`config.mk`:
```
export PLATFORM = sky130hd
export DESIGN_NAME = peak_limiter
export DESIGN_NICKNAME = d
export VERILOG_FILES = /design/src/rtl/limiter_pkg.sv /design/src/rtl/limiter_divider.sv /design/src/rtl/peak_limiter.sv
export SDC_FILE = /design/constraint.sdc
export NUM_CORES = 2
export LEC_CHECK = 0
export BUFFER_PORTS_ARGS = -buffer_cell sky130_fd_sc_hd__buf_2
export CELL_PAD_IN_SITES_DETAIL_PLACEMENT = 0
export CELL_PAD_IN_SITES_GLOBAL_PLACEMENT = 1
export CORE_UTILIZATION = 50
export CTS_BUF_LIST = sky130_fd_sc_hd__clkbuf_4
export DETAILED_ROUTE_END_ITERATION = 10
export PLACE_DENSITY = 0.93
export SLEW_MARGIN = 10
export SYNTH_ARGS = -nofsm -noshare
export SYNTH_HDL_FRONTEND = slang
export SYNTH_HIERARCHICAL = 1
export SYNTH_SLANG_ARGS = --single-unit
```
`constraint.sdc`:
```
create_clock -name clk -period 8.15 [get_ports clk]
set_input_delay 0.815 -clock clk [delete_from_list [all_inputs] [get_ports clk]]
set_output_delay 0.815 -clock clk [all_outputs]
set_load 0.02 [all_outputs]
```
`src/rtl/limiter_pkg.sv`:
```
// Shared constants, state encoding and small gain helpers for the peak limiter.
// Gains are Q1.15 unsigned; unity is 0x8000.
package limiter_pkg;

  localparam int SAMPLE_W   = 24;
  localparam int GAIN_W     = 16;
  localparam int GAIN_FRAC  = 15;
  localparam int DIVIDEND_W = SAMPLE_W + GAIN_FRAC;
  localparam int DIV_ITERS  = 16;
  localparam int LATENCY    = 20;

  localparam logic [GAIN_W-1:0] GAIN_UNITY = 16'h8000;

  typedef enum logic [1:0] {
    ST_IDLE,
    ST_ATTACK,
    ST_HOLD,
    ST_RELEASE
  } lim_state_t;

  // -0x800000 has no positive twin, so it saturates to full-scale positive.
  function automatic logic [SAMPLE_W-1:0] abs_sat(input logic [SAMPLE_W-1:0] x);
    if (x == {1'b1, {(SAMPLE_W-1){1'b0}}}) return {1'b0, {(SAMPLE_W-1){1'b1}}};
    else if (x[SAMPLE_W-1])                return -x;
    else                                   return x;
  endfunction

  function automatic logic [GAIN_W-1:0] attack_gain(input logic [GAIN_W-1:0] gain,
                                                    input logic [GAIN_W-1:0] target,
                                                    input logic [GAIN_W-1:0] step);
    if (target >= gain)       return gain;
    if (step >= gain - target) return target;
    return gain - step;
  endfunction

  function automatic logic [GAIN_W-1:0] release_gain(input logic [GAIN_W-1:0] gain,
                                                     input logic [GAIN_W-1:0] step);
    logic [GAIN_W:0] sum;
    sum = {1'b0, gain} + {1'b0, step};
    return (sum >= {1'b0, GAIN_UNITY}) ? GAIN_UNITY : sum[GAIN_W-1:0];
  endfunction

endpackage

```
`src/rtl/limiter_divider.sv`:
```
// Serial restoring divider: one quotient bit per clock, first bit on the start edge,
// done pulses exactly DIV_ITERS cycles after start. Quotient must fit in GAIN_W bits.
module limiter_divider
  import limiter_pkg::*;
(
  input  logic                  clk,
  input  logic                  rst,
  input  logic                  start,
  input  logic [DIVIDEND_W-1:0] dividend,
  input  logic [SAMPLE_W-1:0]   divisor,
  output logic                  done,
  output logic [GAIN_W-1:0]     quotient
);

  localparam int CNT_W = $clog2(DIV_ITERS);

  logic [SAMPLE_W-1:0] rem_q, rem_d, rem_src;
  logic [GAIN_W-1:0]   low_q, low_d, low_src;
  logic [GAIN_W-1:0]   quo_q, quo_d, quo_src;
  logic [CNT_W-1:0]    cnt_q, cnt_d;
  logic                active_q, active_d, done_q, done_d;
  logic [SAMPLE_W:0]   trial;

  // NOTE: every always_comb output gets a default first, so no path can infer a latch.
  always_comb begin
    rem_src  = start ? {1'b0, dividend[DIVIDEND_W-1:GAIN_W]} : rem_q;
    low_src  = start ? dividend[GAIN_W-1:0] : low_q;
    quo_src  = start ? '0 : quo_q;
    trial    = {rem_src, low_src[GAIN_W-1]};
    rem_d    = rem_q;
    low_d    = low_q;
    quo_d    = quo_q;
    cnt_d    = cnt_q;
    active_d = active_q;
    done_d   = 1'b0;
    if (start || active_q) begin
      if (trial >= {1'b0, divisor}) begin
        rem_d = SAMPLE_W'(trial - {1'b0, divisor});
        quo_d = {quo_src[GAIN_W-2:0], 1'b1};
      end else begin
        rem_d = trial[SAMPLE_W-1:0];
        quo_d = {quo_src[GAIN_W-2:0], 1'b0};
      end
      low_d = {low_src[GAIN_W-2:0], 1'b0};
      if (start) begin
        cnt_d    = CNT_W'(DIV_ITERS - 1);
        active_d = 1'b1;
      end else begin
        cnt_d = cnt_q - 1'b1;
        if (cnt_q == CNT_W'(1)) begin
          active_d = 1'b0;
          done_d   = 1'b1;
        end
      end
    end
  end

  // NOTE: flops take non-blocking assignments so every register samples pre-edge values.
  always_ff @(posedge clk) begin
    if (rst) begin
      cnt_q    <= '0;
      active_q <= 1'b0;
      done_q   <= 1'b0;
    end else begin
      cnt_q    <= cnt_d;
      active_q <= active_d;
      done_q   <= done_d;
    end
  end

  // NOTE: datapath registers are left unreset; they are always loaded before being read.
  always_ff @(posedge clk) begin
    rem_q <= rem_d;
    low_q <= low_d;
    quo_q <= quo_d;
  end

  assign done     = done_q;
  assign quotient = quo_q;

endmodule

```
`src/rtl/peak_limiter.sv`:
```
// Peak limiter: envelope follower, serial target-gain divider and attack/hold/release
// gain state machine, processing one sample at a time with a fixed 20-cycle latency.
module peak_limiter
  import limiter_pkg::*;
(
  input  logic                clk,
  input  logic                rst,
  input  logic                enable,
  input  logic                in_valid,
  output logic                in_ready,
  input  logic [SAMPLE_W-1:0] audio_in,
  input  logic [SAMPLE_W-1:0] threshold,
  input  logic [GAIN_W-1:0]   attack_step,
  input  logic [GAIN_W-1:0]   release_step,
  input  logic [GAIN_W-1:0]   hold_samples,
  output logic                out_valid,
  output logic [SAMPLE_W-1:0] audio_out,
  output logic [GAIN_W-1:0]   gain_out,
  output logic                limit_active
);

  localparam int         PROD_W = SAMPLE_W + GAIN_FRAC;
  localparam logic [4:0] PH_ENV = 5'd1;
  localparam logic [4:0] PH_OUT = 5'(LATENCY - 1);

  logic [4:0]          phase_q, phase_d;
  logic                ready_q, ready_d;
  logic [SAMPLE_W-1:0] audio_q, audio_d, env_q, env_d, thr_q, thr_d;
  logic [GAIN_W-1:0]   atk_q, atk_d, rel_q, rel_d, hold_q, hold_d;
  logic [GAIN_W-1:0]   hcnt_q, hcnt_d, gain_q, gain_d;
  logic                en_q, en_d, over_q, over_d, div_start_q, div_start_d;
  lim_state_t          state_q, state_d;
  logic                out_valid_q, out_valid_d, limit_q, limit_d;
  logic [SAMPLE_W-1:0] audio_out_q, audio_out_d;
  logic [GAIN_W-1:0]   gain_out_q, gain_out_d;

  logic                accept, div_done;
  logic [GAIN_W-1:0]   div_quo, target;
  logic [SAMPLE_W-1:0] abs_v, env_new, env_eff;
  logic signed [PROD_W-1:0] product;

  limiter_divider u_div (
    .clk      (clk),
    .rst      (rst),
    .start    (div_start_q),
    .dividend ({thr_q, {GAIN_FRAC{1'b0}}}),
    .divisor  (env_q),
    .done     (div_done),
    .quotient (div_quo)
  );

  assign in_ready = ready_q && !rst;
  assign accept   = in_valid && in_ready;

  always_comb begin
    abs_v   = abs_sat(audio_q);
    env_new = (abs_v > env_q) ? abs_v : env_q - (env_q >> 8);
    env_eff = enable ? env_new : env_q;
    target  = over_q ? div_quo : GAIN_UNITY;
    product = PROD_W'($signed(audio_q)) * PROD_W'($signed({1'b0, gain_q}));

    phase_d     = phase_q;
    audio_d     = audio_q;
    env_d       = env_q;
    over_d      = over_q;
    thr_d       = thr_q;
    atk_d       = atk_q;
    rel_d       = rel_q;
    hold_d      = hold_q;
    en_d        = en_q;
    div_start_d = 1'b0;
    state_d     = state_q;
    gain_d      = gain_q;
    hcnt_d      = hcnt_q;
    out_valid_d = 1'b0;
    audio_out_d = audio_out_q;
    gain_out_d  = gain_out_q;
    limit_d     = limit_q;

    if (phase_q == '0) begin
      if (accept) begin
        phase_d = 5'd1;
        audio_d = audio_in;
      end
    end else if (phase_q == PH_OUT) begin
      phase_d = '0;
    end else begin
      phase_d = phase_q + 5'd1;
    end
    // Ready rises together with out_valid so the next sample can follow immediately.
    ready_d = (phase_d == '0);

    if (phase_q == PH_ENV) begin
      thr_d       = threshold;
      atk_d       = attack_step;
      rel_d       = release_step;
      hold_d      = hold_samples;
      en_d        = enable;
      env_d       = env_eff;
      over_d      = env_eff > threshold;
      div_start_d = 1'b1;
    end

    if (div_done && en_q) begin
      unique case (state_q)
        ST_IDLE: begin
          gain_d = over_q ? attack_gain(GAIN_UNITY, target, atk_q) : GAIN_UNITY;
          if (over_q) state_d = ST_ATTACK;
        end
        ST_ATTACK: begin
          gain_d = attack_gain(gain_q, target, atk_q);
          if (!over_q) begin
            state_d = ST_HOLD;
            hcnt_d  = hold_q;
          end
        end
        ST_HOLD: begin
          if (over_q) begin
            state_d = ST_ATTACK;
            gain_d  = attack_gain(gain_q, target, atk_q);
          end else if (hcnt_q == '0) begin
            state_d = ST_RELEASE;
          end else begin
            hcnt_d = hcnt_q - 1'b1;
          end
        end
        ST_RELEASE: begin
          if (over_q) begin
            state_d = ST_ATTACK;
            gain_d  = attack_gain(gain_q, target, atk_q);
          end else begin
            gain_d = release_gain(gain_q, rel_q);
            if (gain_d == GAIN_UNITY) state_d = ST_IDLE;
          end
        end
        default: state_d = ST_IDLE;
      endcase
    end

    if (phase_q == PH_OUT) begin
      out_valid_d = 1'b1;
      audio_out_d = en_q ? SAMPLE_W'(product >>> GAIN_FRAC) : audio_q;
      gain_out_d  = en_q ? gain_q : GAIN_UNITY;
      limit_d     = en_q && (state_q != ST_IDLE);
    end
  end

  always_ff @(posedge clk) begin
    if (rst) begin
      phase_q     <= '0;
      ready_q     <= 1'b0;
      env_q       <= '0;
      over_q      <= 1'b0;
      div_start_q <= 1'b0;
      state_q     <= ST_IDLE;
      gain_q      <= GAIN_UNITY;
      hcnt_q      <= '0;
      out_valid_q <= 1'b0;
      audio_out_q <= '0;
      gain_out_q  <= GAIN_UNITY;
      limit_q     <= 1'b0;
    end else begin
      phase_q     <= phase_d;
      ready_q     <= ready_d;
      env_q       <= env_d;
      over_q      <= over_d;
      div_start_q <= div_start_d;
      state_q     <= state_d;
      gain_q      <= gain_d;
      hcnt_q      <= hcnt_d;
      out_valid_q <= out_valid_d;
      audio_out_q <= audio_out_d;
      gain_out_q  <= gain_out_d;
      limit_q     <= limit_d;
    end
  end

  always_ff @(posedge clk) begin
    audio_q <= audio_d;
    thr_q   <= thr_d;
    atk_q   <= atk_d;
    rel_q   <= rel_d;
    hold_q  <= hold_d;
    en_q    <= en_d;
  end

  assign out_valid    = out_valid_q;
  assign audio_out    = audio_out_q;
  assign gain_out     = gain_out_q;
  assign limit_active = limit_q;

endmodule

```
* Word level (Yosys, flattened, before mapping)
Index checks and enable logic that the tools add are counted.
** Cells by class
- Add/sub/neg operators :: 11
- Multiply operators :: 1
- Equality and inequality tests :: 15
- Bitwise gates (word level) :: 1
- Multiplexer cells :: 76
- Magnitude comparators :: 8
- Reductions and logical operators :: 19
** Operator list (number)
- $mux 16 :: 22
- $mux 24 :: 7
- $pmux 16 s4 :: 1
- $ge 16x16->1 :: 3
- $gt 24x24->1 :: 2
- $mul 24x17->39 :: 1
- $mux 1 :: 33
- $pmux 16 s2 :: 1
- $sub 16x16->16 :: 2
- $sub 16x16->16 const A :: 2
- $ge 25x24->1 :: 1
- $eq 24x24->1 const B :: 1
- $neg 24->24 :: 1
- $sub 24x16->24 :: 1
- $sub 24x24->24 :: 1
- $add 16x16->17 :: 1
- $ge 17x16->1 const B :: 1
- $eq 16x16->1 const B :: 1
- $ge 16x16->1 const B :: 1
- $logic_not 16->1 :: 1
- $sub 16x1->16 const B :: 1
- $mux 15 :: 1
- $mux 5 :: 3
- $mux 2 :: 6
- other kinds (21) :: 36
** Word-level totals
- Output and inout bits :: 43
- Word-level logic and storage cells :: 154
- Flip-flop bits (word level) :: 251

* Logic depth before layout (Yosys ltp)
- Depth in word-level cells :: 14
- Mapped depth :: 32
- Mapped depth without buffers :: 28

* By module
The synthesis kept the hierarchy.
** By module, submodules not included
- peak_limiter :: area each 27971.8 um^2, instances 1, cells an instance 3199
- limiter_divider :: area each 4221.5 um^2, instances 1, cells an instance 416

* Worst setup path before layout
OpenSTA, ideal clock, no wires.
- Path type :: register -> register
- From :: reg audio_q[23]
- To :: reg audio_out_q[23] (netlist: audio_out[23])
- Arrival time :: 6.355 ns
- Stages on the path, launching flop included :: 25
- Slack :: 1.663 ns
- Required time :: 8.017 ns
- Library setup time :: 0.133 ns
- Buffers on the path :: 3
- Cell sequence :: edfxtp_1 buf_4 clkbuf_1 clkbuf_1 nand2_1 inv_1 fa_1 inv_1 fa_1 inv_1 fa_1 fa_1 fa_1 inv_1 fa_1 inv_1 ha_1 a21oi_1 nor2b_1 a41o_1 a21oi_1 a21oi_1 a311oi_1 xnor2_1 o22ai_1
** On the way
- Cells in the longest elaborated chain, start to end :: 2
** RTL lines
- start: declaration :: line peak_limiter.sv:28 : logic [SAMPLE_W-1:0] audio_q, audio_d, env_q, env_d, thr_q, thr_d;
- start signal: assignment :: line peak_limiter.sv:179 : audio_q <= audio_d;
- $mul 24x17->39 :: line peak_limiter.sv:60 : product = PROD_W'($signed(audio_q)) * PROD_W'($signed({1'b0, gain_q}));
- $mux 24 * :: line peak_limiter.sv:142 : audio_out_d = en_q ? SAMPLE_W'(product >>> GAIN_FRAC) : audio_q;
- end signal: assignment :: line peak_limiter.sv:172 : audio_out_q <= audio_out_d;
- end: declaration :: line peak_limiter.sv:34 : logic [SAMPLE_W-1:0] audio_out_q, audio_out_d;
Every way passes the cells marked *; elsewhere a longest branch is shown, timed or not.
A chain may end at the register's enable or synchronous reset.

* Worst setup path in the final report
- From :: reg audio_q[8]
- To :: reg audio_out_q[17] (netlist: audio_out[17])
** On the way
- Cells in the longest elaborated chain, start to end :: 2
** RTL lines (line)
- $mul 24x17->39 :: peak_limiter.sv:60
- $mux 24 :: peak_limiter.sv:142
No other way between the ends.

==> impl_metrics.xml <==
<?xml version="1.0" encoding="UTF-8"?>
<metrics>
  <group name="timing">
    <metric name="max_clock_freq" unit="MHz">139.1</metric>
    <metric name="slew_viol_final" unit="">0</metric>
    <metric name="period_needed" unit="ns">7.190</metric>
    <metric name="rsz0062_at_grt" unit="">false</metric>
    <metric name="hold_violations" unit="">0</metric>
    <metric name="setup_total_negative_slack" unit="ns">0</metric>
    <metric name="final.hold.worst_slack" unit="ns">0.1022</metric>
    <metric name="worst_rel_slew_slack" unit="%">21.25</metric>
    <metric name="clock_skew" unit="ns">0.07627</metric>
    <metric name="min_period_over_period" unit="%">88.22</metric>
    <metric name="max_slew.worst_pin.slew" unit="ns">1.175</metric>
    <metric name="setup_viol_count_final" unit="">0</metric>
  </group>
  <group name="run">
    <metric name="maxCapViolCount" unit="">0</metric>
  </group>
  <group name="floorplanning">
    <metric name="die_area" unit="sq mm">0.06541</metric>
    <metric name="floorplan.rows" unit="">92</metric>
    <metric name="top_level_ports" unit="">143</metric>
    <metric name="die_height" unit="um">255.7</metric>
    <metric name="die_x" unit="um">255.7</metric>
    <metric name="initial_core_util" unit="%">50.85</metric>
    <metric name="core_area" unit="sq mm">0.06331</metric>
  </group>
  <group name="drt">
    <metric name="wl_met3" unit="um">7876</metric>
    <metric name="route.layer.met1.wl" unit="um">38160</metric>
    <metric name="post-route-drc-count" unit="">0</metric>
    <metric name="dr.pass1.iters" unit="">7</metric>
    <metric name="route.vias.total" unit="">26120</metric>
    <metric name="routed-wl-met2" unit="um">41280</metric>
    <metric name="viasPerCell" unit="">5.635</metric>
    <metric name="drtIter0Drc" unit="">1900</metric>
    <metric name="drt.antenna.violating_nets" unit="">0</metric>
    <metric name="routed_wirelength" unit="um">90370</metric>
    <metric name="wl_per_instance" unit="um">19.50</metric>
    <metric name="top_layer_used" unit="">met5</metric>
  </group>
  <group name="critical_path">
    <metric name="rr_endpoint" unit="">audio_out[17]</metric>
    <metric name="reg2reg_depth" unit="">21</metric>
    <metric name="timing.rr.start" unit="">audio_q[8]</metric>
    <metric name="critical_path.max_stage_delay" unit="ns">1.06</metric>
    <metric name="worstSetupPathType" unit="">flop to flop</metric>
    <metric name="cp_top_delay_family" unit="">adder cells</metric>
    <metric name="rrSetupSlack" unit="ns">0.96</metric>
    <metric name="path_cells" unit="">nand2_1, fa_1, inv_1, fa_1, fa_1, fa_1, fa_1, inv_1, fa_1, inv_1, ha_1, a21oi_1, o211ai_1, a311oi_1, o31ai_1, buf_4, a211oi_1, o21bai_1, a211o_1, a221oi_1, nor3_1</metric>
    <metric name="worst_path_maximum_fanout" unit="">20</metric>
    <metric name="setup.worst_path.end_class" unit="">flop</metric>
    <metric name="critical-path-slowest-cell" unit="">edfxtp_1</metric>
    <metric name="worst_ep_arrival_time" unit="ns">7.90</metric>
    <metric name="worst_setup_path_startpoint" unit="">audio_q[8]</metric>
    <metric name="crit_required" unit="ns">8.86</metric>
    <metric name="timing.critical_path.buf_inv" unit="">4</metric>
    <metric name="critical_path.startpoint_type" unit="">flop</metric>
    <metric name="top_cell_by_count_worst_path" unit="">fa_1</metric>
  </group>
  <group name="global_routing">
    <metric name="antenna_found_initial" unit="">3</metric>
    <metric name="grt-ovfl-total" unit="">0</metric>
    <metric name="gr-usage-all-layers" unit="%">28.13</metric>
    <metric name="grt_first_pass_wirelength" unit="um">144500</metric>
    <metric name="grt_max_degree" unit="">63</metric>
    <metric name="via_count_of_the_first_global_routing_pass" unit="">26120</metric>
  </group>
  <group name="cts">
    <metric name="clock_sink_count" unit="">266</metric>
    <metric name="clock_slew_at_reported_path_ffs" unit="ns">0.09</metric>
    <metric name="clkLatencyLatePin" unit="ns">0.89</metric>
    <metric name="cts.hold.buffers_added" unit="">0</metric>
    <metric name="clk_root_buffer_cell" unit="">clkbuf_4</metric>
    <metric name="cts_tree" unit="">done</metric>
    <metric name="post_cts_buffers" unit="">0</metric>
    <metric name="htree_num_levels" unit="">3</metric>
    <metric name="tritoncts.num_buffers" unit="">78</metric>
    <metric name="clock_tree.buffer_depth" unit="">3</metric>
    <metric name="post_cts.resized_instances" unit="">0</metric>
  </group>
  <group name="yosys">
    <metric name="synth_cells" unit="">3615</metric>
    <metric name="syn-cell-area" unit="sq mm">0.03219</metric>
    <metric name="synth.lib_cells_used.distinct" unit="">101</metric>
    <metric name="number_of_enable_type_register_cells_in_the_synthesized_netlist" unit="">152</metric>
    <metric name="ys.flop_type" unit="">edfxtp_1</metric>
    <metric name="avg_synthesized_cell_area" unit="sq um">8.905</metric>
    <metric name="proportion_of_synthesized_chip_area_in_sequential_cells" unit="%">21.27</metric>
    <metric name="ys_ff_latch" unit="">266</metric>
    <metric name="yosys_warnings" unit="">6</metric>
    <metric name="async_reset_ff_share" unit="%">0</metric>
  </group>
  <group name="cells_and_area">
    <metric name="utilization" unit="%">54.96</metric>
    <metric name="final_net_count" unit="">4464</metric>
    <metric name="drive_above_1_share" unit="%">11.33</metric>
    <metric name="flow.area_growth_from_synthesis" unit="%">8.088</metric>
  </group>
  <group name="placement">
    <metric name="port_buffers" unit="">142</metric>
    <metric name="gp_congestion" unit="">0.9556</metric>
    <metric name="detailed_place_hpwl" unit="um">69190</metric>
  </group>
  <group name="hold_path">
    <metric name="hold_end" unit="">atk_q[5]</metric>
    <metric name="timing.hold.worst.start" unit="">attack_step[5]</metric>
    <metric name="hold_path_class" unit="">input pin to flop</metric>
    <metric name="holdPathStages" unit="">1</metric>
  </group>
  <group name="power">
    <metric name="sw_pwr" unit="mW">4.290</metric>
    <metric name="power.leakage" unit="nW">15.85</metric>
    <metric name="ir_worst_vdd" unit="V">0.0001728</metric>
    <metric name="p_per_area" unit="mW/mm^2">261.0</metric>
    <metric name="finalPower" unit="mW">9.083</metric>
    <metric name="power.share.sequential" unit="%">23.7</metric>
    <metric name="power_frac_comb" unit="%">60.3</metric>
    <metric name="share_clk_of_total_power" unit="%">16.0</metric>
    <metric name="internal-power" unit="mW">4.793</metric>
    <metric name="netSwitchingFraction" unit="%">47.23</metric>
  </group>
  <group name="outcome">
    <metric name="outcome" unit="">finished clean</metric>
  </group>
</metrics>
-- how the worst max path moves through the flow --
| stage | slack [ns] | cells past startpoint | to |
|---|---|---|---|
| after floorplan | 1.66 | 24 | audio_out[23] |
| after global placement | 1.13 | 21 | audio_out[23] |
| after detailed placement | 1.06 | 21 | audio_out[23] |
| after CTS | 0.99 | 21 | audio_out[23] |
| after global routing | 0.66 | 21 | audio_out[17] |
| final | 0.96 | 21 | audio_out[17] |
-- placed cells by master, fill, tap and decap left out, drive strengths merged, types with 11 or more instances in the layout --
| cell type | count |
|---|---|
| edfxtp | 152 |
| a31oi | 26 |
| a21o | 41 |
| and2 | 169 |
| o31ai | 18 |
| nand3 | 49 |
| xor2 | 67 |
| o22ai | 11 |
| mux2i | 33 |
| o211ai | 32 |
| fa | 368 |
| mux2 | 44 |
| nor2b | 32 |
| ha | 276 |
| nand4 | 28 |
| a22oi | 15 |
| o21ai | 172 |
| nor2 | 150 |
| nand2b | 17 |
| conb | 15 |
| o21a | 28 |
| and3 | 20 |
| or3 | 11 |
| a22o | 17 |
| nor3 | 56 |
| buf | 195 |
| a21oi | 184 |
| xnor2 | 73 |
| clkbuf | 113 |
| nand2 | 433 |
| dfxtp | 114 |
| a211oi | 50 |
| clkinv | 27 |
| inv | 591 |
| nor4 | 15 |
-- synthesized netlist by cell type, types with 25 or more instances --
library cell | n | share of area (%)
xnor2_1 | 73 | 2.0
a21o_1 | 41 | 0.96
mux2_2 | 42 | 1.5
nor2_1 | 149 | 1.7
o211ai_1 | 31 | 0.72
a31oi_1 | 25 | 0.49
dfxtp_1 | 114 | 7.1
nand3_1 | 49 | 0.76
o21ai_0 | 160 | 2.5
nor3_1 | 53 | 0.82
mux2i_1 | 33 | 1.0
inv_1 | 588 | 6.9
a211oi_1 | 46 | 1.1
o21a_1 | 28 | 0.65
fa_1 | 368 | 23
edfxtp_1 | 152 | 14
a21oi_1 | 179 | 2.8
and2_1 | 168 | 3.3
nor2b_1 | 31 | 0.60
clkbuf_1 | 149 | 1.7
ha_1 | 276 | 11
nand2_1 | 431 | 5.0
xor2_1 | 67 | 1.8
nand4_1 | 27 | 0.52
-- state kept, by name, summed over array words and instances, names as in the netlist, 15 cells and up --
name and flops:
gain_out 16, atk_q 16, hcnt_q 16, audio_q 24, audio_out 24, u_div/low_q 15, u_div/rem_q 24, gain_q 16
thr_q 24, rel_q 16, hold_q 16, u_div/quotient 16, env_q 24
-- stage by stage --
step | std cells | area (sq um) | worst slack, ns
global placement | 4486 | 33690 | 1.133
CTS | 4632 | 34790 | 0.9873
floorplan | 3629 | 32250 | 1.663
global route | 4634 | 34790 | 0.6554
finish | 4635 | 34800 | 0.9602
detailed placement | 4486 | 33690 | 1.057
-- routing by layer --
layer  track usage (%)  vias up
li1                  -    12220
met1             37.15    12740
met2             44.45      978
met3             7.566      184
met4             9.747        2
met5                 0        -
-- power groups by stage --
| stage | Combinational (mW) | Sequential (mW) | Clock, mW |
|---|---|---|---|
| after floorplan | 4.21 | 2.03 | 0 |
| after global placement | 5.32 | 2.17 | 0 |
| after detailed placement | 5.37 | 2.17 | 0 |
| after CTS | 5.42 | 2.15 | 1.49 |
| after global routing | 6.10 | 2.19 | 1.55 |
| final | 5.48 | 2.16 | 1.45 |
-- cell type report --
class	count	area (sq um)
sequential	266	6848
tap	846	1059
fill	5777	28510
inverter	589	2212
multi-input combinational	2590	22460
clock buffer	113	848.3
clock inverter	33	251.5
timing repair buffer	195	1109
antenna	3	7.507
-- cells by family after synthesis --
logic type                 after synthesis  share of synthesized area, %
xor gates and xnor gates               140                         3.809
AOI/OAI and AO/OA                      694                         14.14
buffers and inverters                  773                         9.227
other                                    1                       0.01165
adders and majority gates              644                         33.61
muxes                                   77                         2.577
DFF                                    266                         21.27
and+or+nand+nor                       1020                         15.36
Note: power is estimated with default switching activity, not from simulation.
